===== config.mk =====
export PLATFORM = sky130hd
export DESIGN_NAME = trivium_sched_flat
export DESIGN_NICKNAME = d
export VERILOG_FILES = /design/src/rtl/trivium_sched_if.sv /design/src/rtl/trivium_sched.sv /design/src/flat_wrapper.sv
export SDC_FILE = /design/constraint.sdc
export NUM_CORES = 1
export LEC_CHECK = 0
export CORE_MARGIN = 2
export CORE_UTILIZATION = 38
export DETAILED_ROUTE_END_ITERATION = 8
export RECOVER_POWER = 100
export SYNTH_ARGS = -nofsm -noshare
export SYNTH_HDL_FRONTEND = slang
export SYNTH_SLANG_ARGS = --single-unit
export TNS_END_PERCENT = 100

===== constraint.sdc =====
create_clock -name clk -period 2.3 [get_ports clk]
set_input_delay 0.46 -clock clk [delete_from_list [all_inputs] [get_ports clk]]
set_output_delay 0.46 -clock clk [all_outputs]
set_load 0.005 [all_outputs]

===== src/rtl/trivium_sched_if.sv =====
// Bundle of the serial load, requester and core-control signals of trivium_sched.
// master = environment (loader, requesters, Trivium core); slave = the scheduler.
interface trivium_sched_if #(
   parameter int N_REQ   = 2,
   parameter int LIMIT_W = 16
);
   logic               ld_bit;
   logic               ld_vld;
   logic               ld_rdy;
   logic               rekey;
   logic [N_REQ-1:0]   req;
   logic [N_REQ-1:0]   gnt;
   logic               ks_bit;
   logic               ks_vld;
   logic               ready;
   logic               rekey_req;
   logic [LIMIT_W-1:0] ks_cnt;
   logic [79:0]        core_key;
   logic [79:0]        core_iv;
   logic               core_load;
   logic               core_step;
   logic               core_z;

   modport master (
      output ld_bit, ld_vld, rekey, req, core_z,
      input  ld_rdy, gnt, ks_bit, ks_vld, ready, rekey_req, ks_cnt,
             core_key, core_iv, core_load, core_step
   );

   modport slave (
      input  ld_bit, ld_vld, rekey, req, core_z,
      output ld_rdy, gnt, ks_bit, ks_vld, ready, rekey_req, ks_cnt,
             core_key, core_iv, core_load, core_step
   );
endinterface


===== src/rtl/trivium_sched.sv =====
// Trivium keystream scheduler: serial key/IV load, core warm-up, per-bit arbitration, rekey on limit.
// Build option TRIV_FIXED_PRIO_EN: fixed lowest-index priority instead of round-robin.
module trivium_sched #(
   parameter int N_REQ       = 2,
   parameter int INIT_ROUNDS = 1152,
   parameter int LIMIT_W     = 16
) (
   input logic             clk,
   input logic             rst,
   trivium_sched_if.slave  bus
);
   localparam int                 PTR_W     = (N_REQ > 1) ? $clog2(N_REQ) : 1;
   localparam logic [10:0]        WARM_LAST = 11'(INIT_ROUNDS - 1);
   localparam logic [LIMIT_W-1:0] KS_LAST   = {{(LIMIT_W-1){1'b1}}, 1'b0};

   typedef enum logic [2:0] {
      S_LOAD    = 3'd0,
      S_PRIME   = 3'd1,
      S_WARM    = 3'd2,
      S_RUN     = 3'd3,
      S_EXHAUST = 3'd4
   } state_t;

   state_t             state_q, state_d;
   logic [7:0]         ld_cnt_q, ld_cnt_d;
   logic [10:0]        warm_cnt_q, warm_cnt_d;
   logic [LIMIT_W-1:0] ks_cnt_q, ks_cnt_d;
   logic [79:0]        key_q, key_d;
   logic [79:0]        iv_q, iv_d;

   logic               found_s;
   logic [PTR_W-1:0]   win_s;
   logic [N_REQ-1:0]   gnt_s;
   logic               ks_vld_s, ks_bit_s, core_step_s, core_load_s;
   logic               ld_rdy_s, ready_s, rekey_req_s;

`ifndef TRIV_FIXED_PRIO_EN
   logic [PTR_W-1:0]   rr_q, rr_d;

   function automatic logic [PTR_W-1:0] wrap_idx(input logic [PTR_W-1:0] base, input int off);
      int s;
      s = int'(base) + off;
      s = (s >= N_REQ) ? s - N_REQ : s;
      return PTR_W'(s);
   endfunction
`endif

   // Winner search: loop runs downward so the smallest offset is the last, winning assignment
   always_comb begin
      found_s = 1'b0;
      win_s   = '0;
      for (int i = N_REQ - 1; i >= 0; i--) begin
`ifdef TRIV_FIXED_PRIO_EN
         if (bus.req[PTR_W'(i)]) begin
            found_s = 1'b1;
            win_s   = PTR_W'(i);
         end else begin
            found_s = found_s;
         end
`else
         if (bus.req[wrap_idx(rr_q, i)]) begin
            found_s = 1'b1;
            win_s   = wrap_idx(rr_q, i);
         end else begin
            found_s = found_s;
         end
`endif
      end
   end

   // Next-state and output decode from the registered state
   always_comb begin
      state_d     = state_q;
      ld_cnt_d    = ld_cnt_q;
      warm_cnt_d  = warm_cnt_q;
      ks_cnt_d    = ks_cnt_q;
      key_d       = key_q;
      iv_d        = iv_q;
      gnt_s       = '0;
      ks_vld_s    = 1'b0;
      ks_bit_s    = 1'b0;
      core_step_s = 1'b0;
      core_load_s = 1'b0;
      ld_rdy_s    = 1'b0;
      ready_s     = 1'b0;
      rekey_req_s = 1'b0;
      case (state_q)
         S_LOAD: begin
            ld_rdy_s = 1'b1;
            if (bus.ld_vld) begin
               // key and IV form one 160-bit right-shift chain, so bit 0 lands in key[0]
               iv_d  = {bus.ld_bit, iv_q[79:1]};
               key_d = {iv_q[0], key_q[79:1]};
               if (ld_cnt_q == 8'd159) begin
                  ld_cnt_d = 8'd0;
                  state_d  = S_PRIME;
               end else begin
                  ld_cnt_d = ld_cnt_q + 8'd1;
               end
            end else begin
               ld_cnt_d = ld_cnt_q;
            end
         end
         S_PRIME: begin
            core_load_s = 1'b1;
            warm_cnt_d  = 11'd0;
            state_d     = S_WARM;
         end
         S_WARM: begin
            core_step_s = 1'b1;
            if (warm_cnt_q == WARM_LAST) begin
               warm_cnt_d = 11'd0;
               state_d    = S_RUN;
            end else begin
               warm_cnt_d = warm_cnt_q + 11'd1;
            end
         end
         S_RUN: begin
            ready_s = 1'b1;
            if (found_s) begin
               gnt_s[win_s] = 1'b1;
               ks_vld_s     = 1'b1;
               ks_bit_s     = bus.core_z;
               core_step_s  = 1'b1;
               ks_cnt_d     = ks_cnt_q + {{(LIMIT_W-1){1'b0}}, 1'b1};
               state_d      = (ks_cnt_q == KS_LAST) ? S_EXHAUST : S_RUN;
            end else begin
               ks_cnt_d = ks_cnt_q;
            end
         end
         S_EXHAUST: begin
            rekey_req_s = 1'b1;
         end
         default: begin
            state_d = S_LOAD;
         end
      endcase
      // Rekey overrides everything, including a bit or grant decided above
      if (bus.rekey) begin
         state_d     = S_LOAD;
         ld_cnt_d    = 8'd0;
         warm_cnt_d  = 11'd0;
         ks_cnt_d    = '0;
         key_d       = key_q;
         iv_d        = iv_q;
         gnt_s       = '0;
         ks_vld_s    = 1'b0;
         ks_bit_s    = 1'b0;
         core_step_s = 1'b0;
      end else begin
         state_d = state_d;
      end
   end

   // State, counters and key/IV registers
   always_ff @(posedge clk) begin
      if (rst) begin
         state_q    <= S_LOAD;
         ld_cnt_q   <= 8'd0;
         warm_cnt_q <= 11'd0;
         ks_cnt_q   <= '0;
         key_q      <= 80'd0;
         iv_q       <= 80'd0;
      end else begin
         state_q    <= state_d;
         ld_cnt_q   <= ld_cnt_d;
         warm_cnt_q <= warm_cnt_d;
         ks_cnt_q   <= ks_cnt_d;
         key_q      <= key_d;
         iv_q       <= iv_d;
      end
   end

`ifndef TRIV_FIXED_PRIO_EN
   // Pointer moves past the winner only when a bit is really issued; survives rekey
   always_comb begin
      if (ks_vld_s) begin
         rr_d = (win_s == PTR_W'(N_REQ - 1)) ? '0 : win_s + PTR_W'(1);
      end else begin
         rr_d = rr_q;
      end
   end

   // Round-robin pointer register
   always_ff @(posedge clk) begin
      if (rst) begin
         rr_q <= '0;
      end else begin
         rr_q <= rr_d;
      end
   end
`endif

   assign bus.ld_rdy    = ld_rdy_s;
   assign bus.gnt       = gnt_s;
   assign bus.ks_bit    = ks_bit_s;
   assign bus.ks_vld    = ks_vld_s;
   assign bus.ready     = ready_s;
   assign bus.rekey_req = rekey_req_s;
   assign bus.ks_cnt    = ks_cnt_q;
   assign bus.core_key  = key_q;
   assign bus.core_iv   = iv_q;
   assign bus.core_load = core_load_s;
   assign bus.core_step = core_step_s;
endmodule

===== src/flat_wrapper.sv =====
// flat-port wrapper written by rule: the top's interface ports become plain ports
module trivium_sched_flat 
#(
   parameter int N_REQ       = 2,
   parameter int INIT_ROUNDS = 1152,
   parameter int LIMIT_W     = 16
)
  (clk, rst, bus_ld_bit, bus_ld_vld, bus_rekey, bus_req, bus_core_z, bus_ld_rdy, bus_gnt, bus_ks_bit, bus_ks_vld, bus_ready, bus_rekey_req, bus_ks_cnt, bus_core_key, bus_core_iv, bus_core_load, bus_core_step);
  trivium_sched_if #(.N_REQ(N_REQ), .LIMIT_W(LIMIT_W)) bus_i ();
  input logic clk;
  input logic rst;
  input wire logic [$bits(bus_i.ld_bit)-1:0] bus_ld_bit;
  input wire logic [$bits(bus_i.ld_vld)-1:0] bus_ld_vld;
  input wire logic [$bits(bus_i.rekey)-1:0] bus_rekey;
  input wire logic [$bits(bus_i.req)-1:0] bus_req;
  input wire logic [$bits(bus_i.core_z)-1:0] bus_core_z;
  output wire logic [$bits(bus_i.ld_rdy)-1:0] bus_ld_rdy;
  output wire logic [$bits(bus_i.gnt)-1:0] bus_gnt;
  output wire logic [$bits(bus_i.ks_bit)-1:0] bus_ks_bit;
  output wire logic [$bits(bus_i.ks_vld)-1:0] bus_ks_vld;
  output wire logic [$bits(bus_i.ready)-1:0] bus_ready;
  output wire logic [$bits(bus_i.rekey_req)-1:0] bus_rekey_req;
  output wire logic [$bits(bus_i.ks_cnt)-1:0] bus_ks_cnt;
  output wire logic [$bits(bus_i.core_key)-1:0] bus_core_key;
  output wire logic [$bits(bus_i.core_iv)-1:0] bus_core_iv;
  output wire logic [$bits(bus_i.core_load)-1:0] bus_core_load;
  output wire logic [$bits(bus_i.core_step)-1:0] bus_core_step;
  assign bus_i.ld_bit = bus_ld_bit;
  assign bus_i.ld_vld = bus_ld_vld;
  assign bus_i.rekey = bus_rekey;
  assign bus_i.req = bus_req;
  assign bus_i.core_z = bus_core_z;
  assign bus_ld_rdy = bus_i.ld_rdy;
  assign bus_gnt = bus_i.gnt;
  assign bus_ks_bit = bus_i.ks_bit;
  assign bus_ks_vld = bus_i.ks_vld;
  assign bus_ready = bus_i.ready;
  assign bus_rekey_req = bus_i.rekey_req;
  assign bus_ks_cnt = bus_i.ks_cnt;
  assign bus_core_key = bus_i.core_key;
  assign bus_core_iv = bus_i.core_iv;
  assign bus_core_load = bus_i.core_load;
  assign bus_core_step = bus_i.core_step;
  trivium_sched #(.N_REQ(N_REQ), .INIT_ROUNDS(INIT_ROUNDS), .LIMIT_W(LIMIT_W)) u_core (.clk(clk), .rst(rst), .bus(bus_i));
endmodule

==> flow_summary.json, run 1 <==
{
  "synth_top_area_cell": "dfxtp_1",
  "rsz0062_at_grt": "false",
  "ys_top_cells_by_count": "nand2_1, dfxtp_1, a21oi_1, clkbuf_1, buf_2",
  "synth_seq_cells": 199,
  "vias_per_cell": 4.80,
  "die_w_um": 144,
  "async_flop_share_pct": 0,
  "die_area_um2": 20800,
  "port_buffers": 192,
  "syn_inst": 944,
  "drc": 0,
  "holdPathStages": 2,
  "wl_per_cell_um": 13.8,
  "grt.overflow.total": 0,
  "rr_worst_depth": 7,
  "hpwl_um": 12800,
  "post-place-cells": 1375,
  "avgSynthCellArea_um2": 7.92,
  "vias": 6765,
  "slew_violations": 0,
  "synth_top_area_share_pct": 53.3,
  "crit_path_start": "u_core.state_q[0]",
  "path_max_fanout": 12,
  "start_util_pct": 38.5,
  "r2r_slack_ns": 0.16,
  "ys_seq_area_share_pct": 53.3,
  "place_area_um2": 9860,
  "synth_area_um2": 7470,
  "grt_max_degree": 162,
  "synth.area.mux_share_pct": 0.268,
  "cts_buffers": 17,
  "place_congestion": 0.800,
  "grt_pass1_vias": 5970,
  "leakagePower_uw": 0.00406,
  "endpoint_kind": "primary output",
  "setup-violations-final": 0,
  "io-pin-count": 193,
  "endpoint": "bus_rekey_req",
  "synth_xor_area_share_pct": 1.76,
  "track_usage_pct": 18.4,
  "clk-insertion-delay-late_ns": 0.44,
  "max-vdd-ir-drop_mv": 0.526,
  "synth-simple-area-share_pct": 24.3,
  "yosys_warnings": 0,
  "diodes": 0,
  "cts.sinks": 199,
  "ant_nets": 0,
  "grt_pass1_wl_um": 30800,
  "r2r_start": "u_core.state_q[0]",
  "dr.first_iter.drc_count": 337,
  "final_nets": 1143,
  "coreArea_um2": 19400,
  "fin_worst_skew_ns": 0.0124,
  "antenna_found_initial": 0,
  "maxCapViolCount": 0,
  "required_ns": 1.84,
  "p_per_area_nw_per_um2": 641,
  "synth_top_family_by_area": "simple AND/OR/NAND/NOR gates",
  "min_period_over_period_pct": 98.0,
  "min-delay-start": "u_core.bus.core_key[0]",
  "ctsHoldBuffers": 0,
  "critical_path_class": "reg -> out",
  "synth_cell_types": 44,
  "crit_path_start_kind": "flip-flop",
  "synth-compound-area-share_pct": 15.2,
  "drt_first_pass_iters": 4,
  "row_count": 51,
  "layout_min_cycle_time_ns": 2.25,
  "synth_edf_count": 0,
  "max_slew_margin_pct": 48.1,
  "status": "complete, no violations",
  "cts_tree": "built",
  "r2r_end": "u_core.bus.core_iv[77]",
  "drive_above_1_share_pct": 6.82,
  "syn-num-nets": 956,
  "num-fill-cells": 1892,
  "ys_top_cells_by_area": "dfxtp_1, nand2_1, a21oi_1",
  "wl_um": 19400,
  "area_growth_pct": 40.0,
  "instances_no_fill": 1409,
  "design_area_um2": 10500,
  "cts.clk_slew.worst_paths_ns": 0.08,
  "synth_fa_ha_area_share_pct": 0.670,
  "die_y_um": 144,
  "finalHoldViolCount": 0,
  "cts_root_buffer": "clkbuf_16",
  "setup_ws_ns": 0.0463,
  "dp_slack_ns": -0.171,
  "worst_pin_slew_ns": 0.779,
  "final_core_util_pct": 53.9,
  "synth.most_common_cell": "nand2_1",
  "synth_top_flop_cell": "dfxtp_1",
  "clk_path_buf_depth": 2,
  "min_path_type": "reg -> reg",
  "arrival_ns": 1.79,
  "htreeDepth": 4,
  "finalPower_uw": 6710,
  "fmaxAchievable_mhz": 444
}
==> power breakdown <==
| group | switching, µW | total [µW] | leakage, µW | internal, µW |
|---|---|---|---|---|
| clock | 1460 | 3030 | 0.000295 | 1570 |
| combinational | 166 | 236 | 0.00216 | 69.3 |
| sequential | 2.10 | 3440 | 0.00160 | 3440 |
| total | 1630 | 6710 | 0.00406 | 5080 |
==> per-stage QoR <==
step | hold slack, ns | setup TNS (ns)
floorplan | 0.453 | 0
global placement | 0.445 | -0.421
detailed placement | 0.452 | -0.517
CTS | 0.463 | 0
global route | 0.482 | 0
finish | 0.456 | 0
==> layout by cell type (no fill, tap or decap), drive strengths merged, types with 2 or more instances in the layout <==
| cell type | count |
|---|---|
| clkinv | 7 |
| and2 | 5 |
| o21ai | 15 |
| o31ai | 2 |
| dlygate4sd3 | 176 |
| a21oi | 177 |
| dlygate4sd2 | 5 |
| a41oi | 3 |
| a31oi | 4 |
| ha | 4 |
| or2 | 2 |
| and4 | 3 |
| inv | 17 |
| and3 | 4 |
| nand4 | 9 |
| xor2 | 6 |
| nor4 | 3 |
| or4 | 2 |
| dfxtp | 199 |
| buf | 37 |
| nand2 | 338 |
| nor2 | 25 |
| o211ai | 2 |
| xnor2 | 9 |
| nor3 | 12 |
| or3 | 11 |
| nand3 | 14 |
| clkbuf | 24 |
| mux2i | 2 |
| a311oi | 3 |
| clkdlybuf4s50 | 10 |
==> what timing repair did <==
item / in CTS / in global routing
endpoints found under the hold margin: 0 / 0
pin swaps: 0 / 1
buffers inserted: 2 / 0
resized for setup: 9 / 3
endpoints found under the setup margin: 8 / 2
==> how the worst min path moves through the flow <==
stage / endpoint / slack (ns)
2_1_floorplan: u_core.bus.core_key[0] / 0.45
3_3_place_gp: u_core.bus.core_key[0] / 0.45
3_5_place_dp: u_core.bus.core_key[0] / 0.45
4_1_cts: u_core.bus.core_key[0] / 0.46
5_1_grt: u_core.bus.core_iv[2] / 0.48
6_report: u_core.bus.core_key[0] / 0.46
==> state kept, by name, indices dropped and copies added (netlist names) <==
signal / cells
u_core.bus.core_iv: 80
u_core.bus.core_key: 80
u_core.bus.ks_cnt: 16
u_core.warm_cnt_q: 11
u_core.ld_cnt_q: 8
u_core.state_q: 3
u_core.rr_q: 1
==> critical path, stage by stage, from the launching register on <==
cell,delay (ns)
dfxtp_1,0.34
buf_4,0.19
nor3_1,0.27
clkdlybuf4s50_1,0.57
==> kinds of logic (layout without fill, tap and decap cells) <==
kind of cell | count (synthesis) | in the layout
flops | 199 | 199
simple gates | 434 | 434
buf+inv | 77 | 277
mux | 2 | 2
compound gates | 213 | 213
xor+xnor | 15 | 15
fa+ha+maj | 4 | 4
==> layer usage <==
layer  track usage (%)  vias up  part of all wire (%)
li1                  -     3504                     -
met1              24.6     3110                    46
met2              28.2      125                    46
met3              5.83       26                   5.8
met4              6.23        0                   1.9
met5                 0        -                     0
==> cell type report <==
cell class,count,area (µm²),area share [%]
sequential,199,3990,38.1
multi-input combinational,668,3150,30.2
timing repair buffer,234,2340,22.3
clock buffer,18,429,4.10
tap,265,332,3.17
clock inverter,14,179,1.71
inverter,11,41.3,0.395
No activity file was read; power rests on OpenSTA's default activity.
==> run 2: changes to the inputs <==
- GPL_ROUTABILITY_DRIVEN: unset -> 0
==> results of run 2 <==
Same layout as run 1: the final DEF is identical, and so are final timing and power.
